--- src/rtl/uart_harness_adapter_if.sv ---
// uart_harness_adapter_if: serial pins, host byte streams and status flags of the harness UART adapter.
interface uart_harness_adapter_if #(
    parameter int DATA_BITS = 8
);
    logic                 uart_txd;
    logic                 uart_rxd;
    logic                 rx_valid;
    logic                 rx_ready;
    logic [DATA_BITS-1:0] rx_bits;
    logic                 tx_valid;
    logic                 tx_ready;
    logic [DATA_BITS-1:0] tx_bits;
    logic                 rx_overflow;
    logic                 rx_frame_err;

    modport slave (
        input  uart_txd, rx_ready, tx_valid, tx_bits,
        output uart_rxd, rx_valid, rx_bits, tx_ready, rx_overflow, rx_frame_err
    );

    modport master (
        output uart_txd, rx_ready, tx_valid, tx_bits,
        input  uart_rxd, rx_valid, rx_bits, tx_ready, rx_overflow, rx_frame_err
    );
endinterface

--- src/rtl/uart_harness_adapter.sv ---
// uart_harness_adapter: harness-side 8N1 endpoint; decodes DUT txd frames into a FIFO and serializes host bytes onto DUT rxd.
module uart_harness_adapter #(
    parameter int DIV        = 16,
    parameter int DATA_BITS  = 8,
    parameter int STOP_BITS  = 1,
    parameter int FIFO_DEPTH = 8
) (
    input logic clock,
    input logic reset,
    uart_harness_adapter_if.slave bus
);
    localparam int CW = $clog2(DIV);
    localparam int IW = $clog2(DATA_BITS + 1);
    localparam int AW = $clog2(FIFO_DEPTH);
    localparam int TW = DATA_BITS + STOP_BITS;
    localparam int NW = $clog2(TW + 1);

    typedef enum logic [1:0] {R_IDLE, R_START, R_DATA, R_STOP} rx_state_t;
    typedef enum logic {T_IDLE, T_BUSY} tx_state_t;

    logic                 s1, s;
    rx_state_t            rstate;
    logic                 armed;
    logic [CW-1:0]        rcnt;
    logic [IW-1:0]        ridx;
    logic [DATA_BITS-1:0] rsh;
    logic                 frame_err;

    logic [DATA_BITS-1:0] mem [FIFO_DEPTH];
    logic [AW-1:0]        wp, rp;
    logic [AW:0]          count;
    logic                 push, pop, full, wr, overflow;

    tx_state_t            tstate;
    logic [CW-1:0]        tcnt;
    logic [NW-1:0]        tleft;
    logic [TW-1:0]        tsh;
    logic                 rxd, tready;

    assign push = rstate == R_STOP && rcnt == '0 && s;
    assign full = count == (AW+1)'(FIFO_DEPTH);
    assign pop  = count != '0 && bus.rx_ready;
    assign wr   = push && (!full || pop);

    always_ff @(posedge clock) begin
        if (!reset) {s1, s} <= 2'b11;
        else        {s1, s} <= {bus.uart_txd, s1};
    end

    // Unarmed after reset or a bad stop bit, so a held-low line reports one error only.
    always_ff @(posedge clock) begin
        if (!reset) begin
            rstate    <= R_IDLE;
            armed     <= 1'b0;
            rcnt      <= '0;
            ridx      <= '0;
            rsh       <= '0;
            frame_err <= 1'b0;
        end else begin
            case (rstate)
                R_IDLE: begin
                    armed <= armed | s;
                    if (armed && !s) begin
                        rcnt   <= CW'(DIV / 2 - 1);
                        rstate <= R_START;
                    end
                end
                R_START: begin
                    if (rcnt != '0) rcnt <= rcnt - 1'b1;
                    else if (!s) begin
                        rcnt   <= CW'(DIV - 1);
                        ridx   <= '0;
                        rstate <= R_DATA;
                    end else rstate <= R_IDLE;
                end
                R_DATA: begin
                    if (rcnt != '0) rcnt <= rcnt - 1'b1;
                    else begin
                        rsh  <= {s, rsh[DATA_BITS-1:1]};
                        rcnt <= CW'(DIV - 1);
                        ridx <= ridx + 1'b1;
                        if (ridx == IW'(DATA_BITS - 1)) rstate <= R_STOP;
                    end
                end
                R_STOP: begin
                    if (rcnt != '0) rcnt <= rcnt - 1'b1;
                    else begin
                        armed     <= s;
                        frame_err <= frame_err | !s;
                        rstate    <= R_IDLE;
                    end
                end
                default: rstate <= R_IDLE;
            endcase
        end
    end

    always_ff @(posedge clock) begin
        if (!reset) begin
            wp       <= '0;
            rp       <= '0;
            count    <= '0;
            overflow <= 1'b0;
        end else begin
            if (wr) wp <= wp + 1'b1;
            if (pop) rp <= rp + 1'b1;
            count <= count + (AW+1)'(wr) - (AW+1)'(pop);
            if (push && full && !pop) overflow <= 1'b1;
        end
    end

    always_ff @(posedge clock) begin
        if (wr) mem[wp] <= rsh;
    end

    // The start bit is driven directly on accept; tsh then holds data followed by stop ones.
    always_ff @(posedge clock) begin
        if (!reset) begin
            tstate <= T_IDLE;
            tready <= 1'b0;
            rxd    <= 1'b1;
            tcnt   <= '0;
            tleft  <= '0;
            tsh    <= '0;
        end else begin
            case (tstate)
                T_IDLE: begin
                    if (bus.tx_valid && tready) begin
                        tsh    <= {{STOP_BITS{1'b1}}, bus.tx_bits};
                        tleft  <= NW'(TW);
                        tcnt   <= CW'(DIV - 1);
                        rxd    <= 1'b0;
                        tready <= 1'b0;
                        tstate <= T_BUSY;
                    end else tready <= 1'b1;
                end
                T_BUSY: begin
                    if (tcnt != '0) tcnt <= tcnt - 1'b1;
                    else if (tleft == '0) begin
                        rxd    <= 1'b1;
                        tready <= 1'b1;
                        tstate <= T_IDLE;
                    end else begin
                        rxd   <= tsh[0];
                        tsh   <= tsh >> 1;
                        tleft <= tleft - 1'b1;
                        tcnt  <= CW'(DIV - 1);
                    end
                end
                default: tstate <= T_IDLE;
            endcase
        end
    end

    assign bus.uart_rxd     = rxd;
    assign bus.rx_valid     = count != '0;
    assign bus.rx_bits      = mem[rp];
    assign bus.tx_ready     = tready;
    assign bus.rx_overflow  = overflow;
    assign bus.rx_frame_err = frame_err;
endmodule

--- src/flat_wrapper.sv ---
// flat-port wrapper written by rule: the top's interface ports become plain ports
module uart_harness_adapter_flat 
#(
    parameter int DIV        = 16,
    parameter int DATA_BITS  = 8,
    parameter int STOP_BITS  = 1,
    parameter int FIFO_DEPTH = 8
)
  (clock, reset, bus_uart_txd, bus_rx_ready, bus_tx_valid, bus_tx_bits, bus_uart_rxd, bus_rx_valid, bus_rx_bits, bus_tx_ready, bus_rx_overflow, bus_rx_frame_err);
  uart_harness_adapter_if #(.DATA_BITS(DATA_BITS)) bus_i ();
  input logic clock;
  input logic reset;
  input wire logic [$bits(bus_i.uart_txd)-1:0] bus_uart_txd;
  input wire logic [$bits(bus_i.rx_ready)-1:0] bus_rx_ready;
  input wire logic [$bits(bus_i.tx_valid)-1:0] bus_tx_valid;
  input wire logic [$bits(bus_i.tx_bits)-1:0] bus_tx_bits;
  output wire logic [$bits(bus_i.uart_rxd)-1:0] bus_uart_rxd;
  output wire logic [$bits(bus_i.rx_valid)-1:0] bus_rx_valid;
  output wire logic [$bits(bus_i.rx_bits)-1:0] bus_rx_bits;
  output wire logic [$bits(bus_i.tx_ready)-1:0] bus_tx_ready;
  output wire logic [$bits(bus_i.rx_overflow)-1:0] bus_rx_overflow;
  output wire logic [$bits(bus_i.rx_frame_err)-1:0] bus_rx_frame_err;
  assign bus_i.uart_txd = bus_uart_txd;
  assign bus_i.rx_ready = bus_rx_ready;
  assign bus_i.tx_valid = bus_tx_valid;
  assign bus_i.tx_bits = bus_tx_bits;
  assign bus_uart_rxd = bus_i.uart_rxd;
  assign bus_rx_valid = bus_i.rx_valid;
  assign bus_rx_bits = bus_i.rx_bits;
  assign bus_tx_ready = bus_i.tx_ready;
  assign bus_rx_overflow = bus_i.rx_overflow;
  assign bus_rx_frame_err = bus_i.rx_frame_err;
  uart_harness_adapter #(.DIV(DIV), .DATA_BITS(DATA_BITS), .STOP_BITS(STOP_BITS), .FIFO_DEPTH(FIFO_DEPTH)) u_core (.clock(clock), .reset(reset), .bus(bus_i));
endmodule
--- config.mk ---
export PLATFORM = sky130hd
export DESIGN_NAME = uart_harness_adapter_flat
export DESIGN_NICKNAME = d
export VERILOG_FILES = /design/src/rtl/uart_harness_adapter_if.sv /design/src/rtl/uart_harness_adapter.sv /design/src/flat_wrapper.sv
export SDC_FILE = /design/constraint.sdc
export NUM_CORES = 1
export LEC_CHECK = 0
export CAP_MARGIN = 20
export CORE_MARGIN = 2
export CORE_UTILIZATION = 45
export CTS_CLUSTER_DIAMETER = 30
export CTS_CLUSTER_SIZE = 20
export DETAILED_ROUTE_END_ITERATION = 12
export GPL_TIMING_DRIVEN = 0
export PLACE_DENSITY_LB_ADDON = 0.15
export SLEW_MARGIN = 20
export SYNTH_ARGS = -nofsm -noshare
export SYNTH_HDL_FRONTEND = slang
export SYNTH_SLANG_ARGS = --single-unit
--- constraint.sdc ---
create_clock -name clock -period 7.2 [get_ports clock]
set_input_delay 1.44 -clock clock [delete_from_list [all_inputs] [get_ports clock]]
set_output_delay 1.44 -clock clock [all_outputs]
set_load 0.02 [all_outputs]
# == After elaboration in Yosys (flattened, before gate mapping) ==
# Memories as Yosys holds them, arrays and structs flattened. A register that Yosys moved wholly into a read port is not among the register bits.
# Cells that the tools add are included.
# word_totals
ff_bits,53
mem_bits_rw,64
input_bits,13
output_inout_bits,13
mem_count,1
# classes
n_addsub,8
n_eq_ne,18
muxes,47
bitwise_logic,4
reduce_logical,30
# memory_table
name,words,width,rd,rd_ports_with_merged_regs,wr,line,rtl
u_core.mem,8,8,1,1,1,uart_harness_adapter.sv:29,logic [DATA_BITS-1:0] mem [FIFO_DEPTH];
# ops
op,n
$mux 4,14
$mux 9,3
$pmux 4 s2,3
$pmux 9 s2,1
$ne 2x2->1 const B,8
$pmux 4 s4,1
$mux 1,12
$mux 2,6
$reduce_and 2->1,6
$reduce_bool 4->1,3
$sub 4x1->4 const B,3
$logic_and 1x1->1,8
$logic_not 4->1,2
$pmux 1 s2,4
$pmux 2 s4,1
$add 3x1->3 const B,2
$mux 3,2
$ne 2x1->1 const B,3
$ne 3x3->1 const B,2
$reduce_and 3->1,2
$reduce_and 5->1,1
$add 4x1->4,1
$add 4x1->4 const B,1
$eq 2x2->1 const B,2
other kinds (11),16

# == Depth between registers and ports, before layout ==
# Gate-level depths: netlist (run 1).
# depth
depth_word,6
mapped_depth,11
ltp_nobuf,10

# == Worst setup path before layout (run 1) ==
# Ideal clock, no wire load.
# synth_path
kind,input to register
from,input bus_rx_ready
to,memory u_core.mem[0][0] (enable)
arrival_time_ns,2.777
slack_ns,4.028
stages,4
n_path_buf,1
path_cell_list,nand2b_1 -> a311o_1 -> buf_2 -> nor4_1
# synth_between
elab_chain_len,5
# synth_lines
item,line,rtl
from (decl),flat_wrapper.sv:14,input wire logic [$bits(bus_i.rx_ready)-1:0] bus_rx_ready;
$logic_and 1x1->1,uart_harness_adapter.sv:42,assign pop = count != '0 && bus.rx_ready;
$logic_or 1x1->1,uart_harness_adapter.sv:43,assign wr = push && (!full || pop);
$logic_and 1x1->1,uart_harness_adapter.sv:43,
$mux 1,uart_harness_adapter.sv:113,if (wr) mem[wp] <= rsh;
$mux 1 (implied by the code),uart_harness_adapter.sv:113,
to (decl),uart_harness_adapter.sv:29,
# No other way between the ends.

==> metrics.yaml, run 1 <==
drive_gt1_share_pct: 16.99
leakage_nw: 2.305
ioPinCount: 26
routedWlPerCell_um: 15.74
drc: 0
tightest_slew_ns: 0.8392
p_switching_w: 0.0006799
min_path_type: "reg2reg"
finalHoldWorstSlack_ns: 0.4080
holdBufCountCts: 0
dpl.hpwl_mm: 6.636
synth_area_sq_um: 5194
rrSetupSlack_ns: 4.46
drtPass1Iterations: 4
clk_path_buf_depth: 2
peakVddDrop_uv: 210.7
grt.total_usage_pct: 16.56
yosysTopAreaCell: "edfxtp_1"
synth-async-reset-ratio_pct: 0
synth_area_leaders: "edfxtp_1 37%, dfxtp_1 22%, mux4_2 6.9%"
seqPwrFrac_pct: 35.8
n_fill_cell: 963
synth_warnings: 0
synth_fp_nets: 437
cts_resized: 0
status: "finished clean"
die_h_um: 111.4
endpoint_kind: "primary output"
crit_required_ns: 5.76
clkSinkCount: 120
syn_to_final_growth_pct: 20.72
r2r_cells: 8
slew-limit-headroom_pct: 43.85
synth_cell_types: 50
crit_arrival_ns: 2.82
power.density_nw_per_um2: 368.1
dieArea_sq_um: 12420
min_from: "u_core.s1$_SDFF_PN1_"
grt_start_max_net_pins: 17
vias: 3252
setup_violations: 0
max_cap_viol_count: 0
rsz0062_at_grt: "no"
worstSkewPairLatency_ns: 0.41
whs_endpoint: "u_core.s$_SDFF_PN1_"
gp_congestion: 0.8048
drt_iter0_drc: 121
post-route-min-period_ns: 4.256
avgViaCountPerCell: 5.349
p_comb_share_pct: 26.5
diodes: 0
portBuffers: 25
seq_area_frac_synth_pct: 58.59
htree_levels: 4
core_area_sq_um: 11320
synth_most_common_cell: "edfxtp_1"
critPathMaxFanout: 10
cts_setup_buffers: 0
cts_buffers: 17
rr_endpoint: "u_core.mem[5][2]$_DFFE_PP_"
finalSetupTns_ns: 0
hold_violations: 0
grt_pass1_wl_mm: 15.84
synth_edf_count: 64
synthCells: 407
syn_area_per_cell_sq_um: 12.76
drv_slew: 0
timing.rr.start: "u_core.rcnt[0]$_SDFFE_PN0P_"
hold_depth: 1
synth_top_cell_area_share_pct: 37.00
clk_pin_slew_ns: 0.06
fin_nets: 482
cts-root-buf: "clkbuf_16"
start_util_pct: 45.88
pwr-share-clk_pct: 37.7
p_int_w: 0.001628
max_freq_ghz: 0.2350
synth_commonest_cells: "64 x edfxtp_1, 56 x dfxtp_1, 42 x nand2_1"
dieWidth_um: 111.4
first_global_vias: 3135
ys_seq_elements: 120
critPathKind: "reg2out"
grt_antenna_before_repair: 0
rows: 39
startpoint_type: "flip-flop"
cts_tree: "built"
grt_overflow: 0
fin_skew_ns: 0.004830
wirelength_mm: 9.568
switching_share_pct: 29.46
ant_nets: 0
synthFlopType: "edfxtp_1"
min_period_over_period_pct: 59.11
[area by class of cell]
type / count / area, sq um / area share (%)
plain buffers: 17 / 77.57 / 1.237
clock buffers: 17 / 425.4 / 6.785
clock inverters: 15 / 190.2 / 3.033
inverters: 22 / 82.58 / 1.317
multi-input cells: 248 / 2017 / 32.17
flip-flops and latches: 120 / 3043 / 48.53
well taps: 143 / 178.9 / 2.854
repair buffers: 26 / 255.2 / 4.071
[metal layers]
metal	vias to the layer above	global-route usage, %	share of wire, %
met2	59	27.56	50
met3	16	5.825	4.3
met4	0	5.514	1.4
met5	-	0	0
li1	1597	-	-
met1	1580	20.27	44
[state kept, by name, summed over array words and instances, names as in the netlist, 3 cells and up, named ones only]
| name | flops |
|---|---|
| u_core.count | 4 |
| u_core.mem | 64 |
| u_core.rcnt | 4 |
| u_core.ridx | 4 |
| u_core.rp | 3 |
| u_core.rsh | 8 |
| u_core.tcnt | 4 |
| u_core.tleft | 4 |
| u_core.tsh | 9 |
| u_core.wp | 3 |
[through the flow]
stage / worst slack (ns) / area [sq um] / power [W] / util (%) / cells
finish: 2.944 / 6270 / 0.002308 / 55.38 / 608
global route: 2.796 / 6270 / 0.002443 / 55.38 / 608
CTS: 2.842 / 6270 / 0.002335 / 55.38 / 608
detailed placement: 3.208 / 5654 / 0.001456 / 49.94 / 576
global placement: 2.733 / 5623 / 0.001443 / 49.67 / 575
floorplan: 4.028 / 5194 / 0.001299 / - / 407
[power by group through the flow]
stage                     clock network (W)  logic (W)  registers (W)
after floorplan                           0   0.000465       0.000834
after global placement                    0   0.000606       0.000838
after detailed placement                  0   0.000617       0.000839
after CTS                          0.000889   0.000621       0.000825
after global routing               0.000923   0.000685       0.000835
final                              0.000871   0.000611       0.000826
[critical path, stage by stage, from the launching register on]
cell             delay [ns]
dfxtp_1                0.30
clkbuf_1               0.36
clkbuf_1               0.52
mux4_2                 0.40
mux2_2                 0.28
clkdlybuf4s50_1        0.54
[how the worst max path moves through the flow]
| stage | to | depth (start not counted) |
|---|---|---|
| 2_1_floorplan | u_core.mem[0][0]$_DFFE_PP_ | 4 |
| 3_3_place_gp | u_core.mem[0][0]$_DFFE_PP_ | 5 |
| 3_5_place_dp | u_core.mem[5][1]$_DFFE_PP_ | 7 |
| 4_1_cts | bus_rx_bits[2] | 5 |
| 5_1_grt | bus_rx_bits[1] | 5 |
| 6_report | bus_rx_bits[2] | 5 |
[cell families after synthesis]
logic type,synth area share [%]
buffers and inverters,3.084
AO/OA/AOI/OAI,10.50
adder cells (fa/ha/maj),4.240
flip-flops,58.59
AND/OR/NAND/NOR,12.14
XOR/XNOR,0.8431
multiplexers,10.60
[cell usage in the layout, fill, tap and decap left out, types with 12 or more instances in the layout]
cell	n
and2_1	12
nand2_1	42
ha_1	16
nor2_1	19
a21oi_1	13
clkbuf_16	17
edfxtp_1	64
a21boi_0	15
inv_1	22
clkdlybuf4s50_1	25
dfxtp_1	56
mux4_2	16
(Power assumes the default switching activity.)
==> inputs of run 2 (changes only) <==
==> constraint.sdc (replaced) <==
create_clock -name clock -period 4 [get_ports clock]
set_input_delay 0.8 -clock clock [delete_from_list [all_inputs] [get_ports clock]]
set_output_delay 0.8 -clock clock [all_outputs]
set_load 0.02 [all_outputs]
==> results of run 2 <==
The final DEF is identical to that of run 1. Status: finished clean.
Among the figures that moved: setup slack after placement 3.208 ns -> 0.6478 ns; setup slack after layout 2.944 ns -> 0.3844 ns; register-to-register setup slack 4.46 ns -> 1.26 ns; total power 0.002308 W -> 0.004155 W; worst IR drop on VDD 210.7 uV -> 379.3 uV
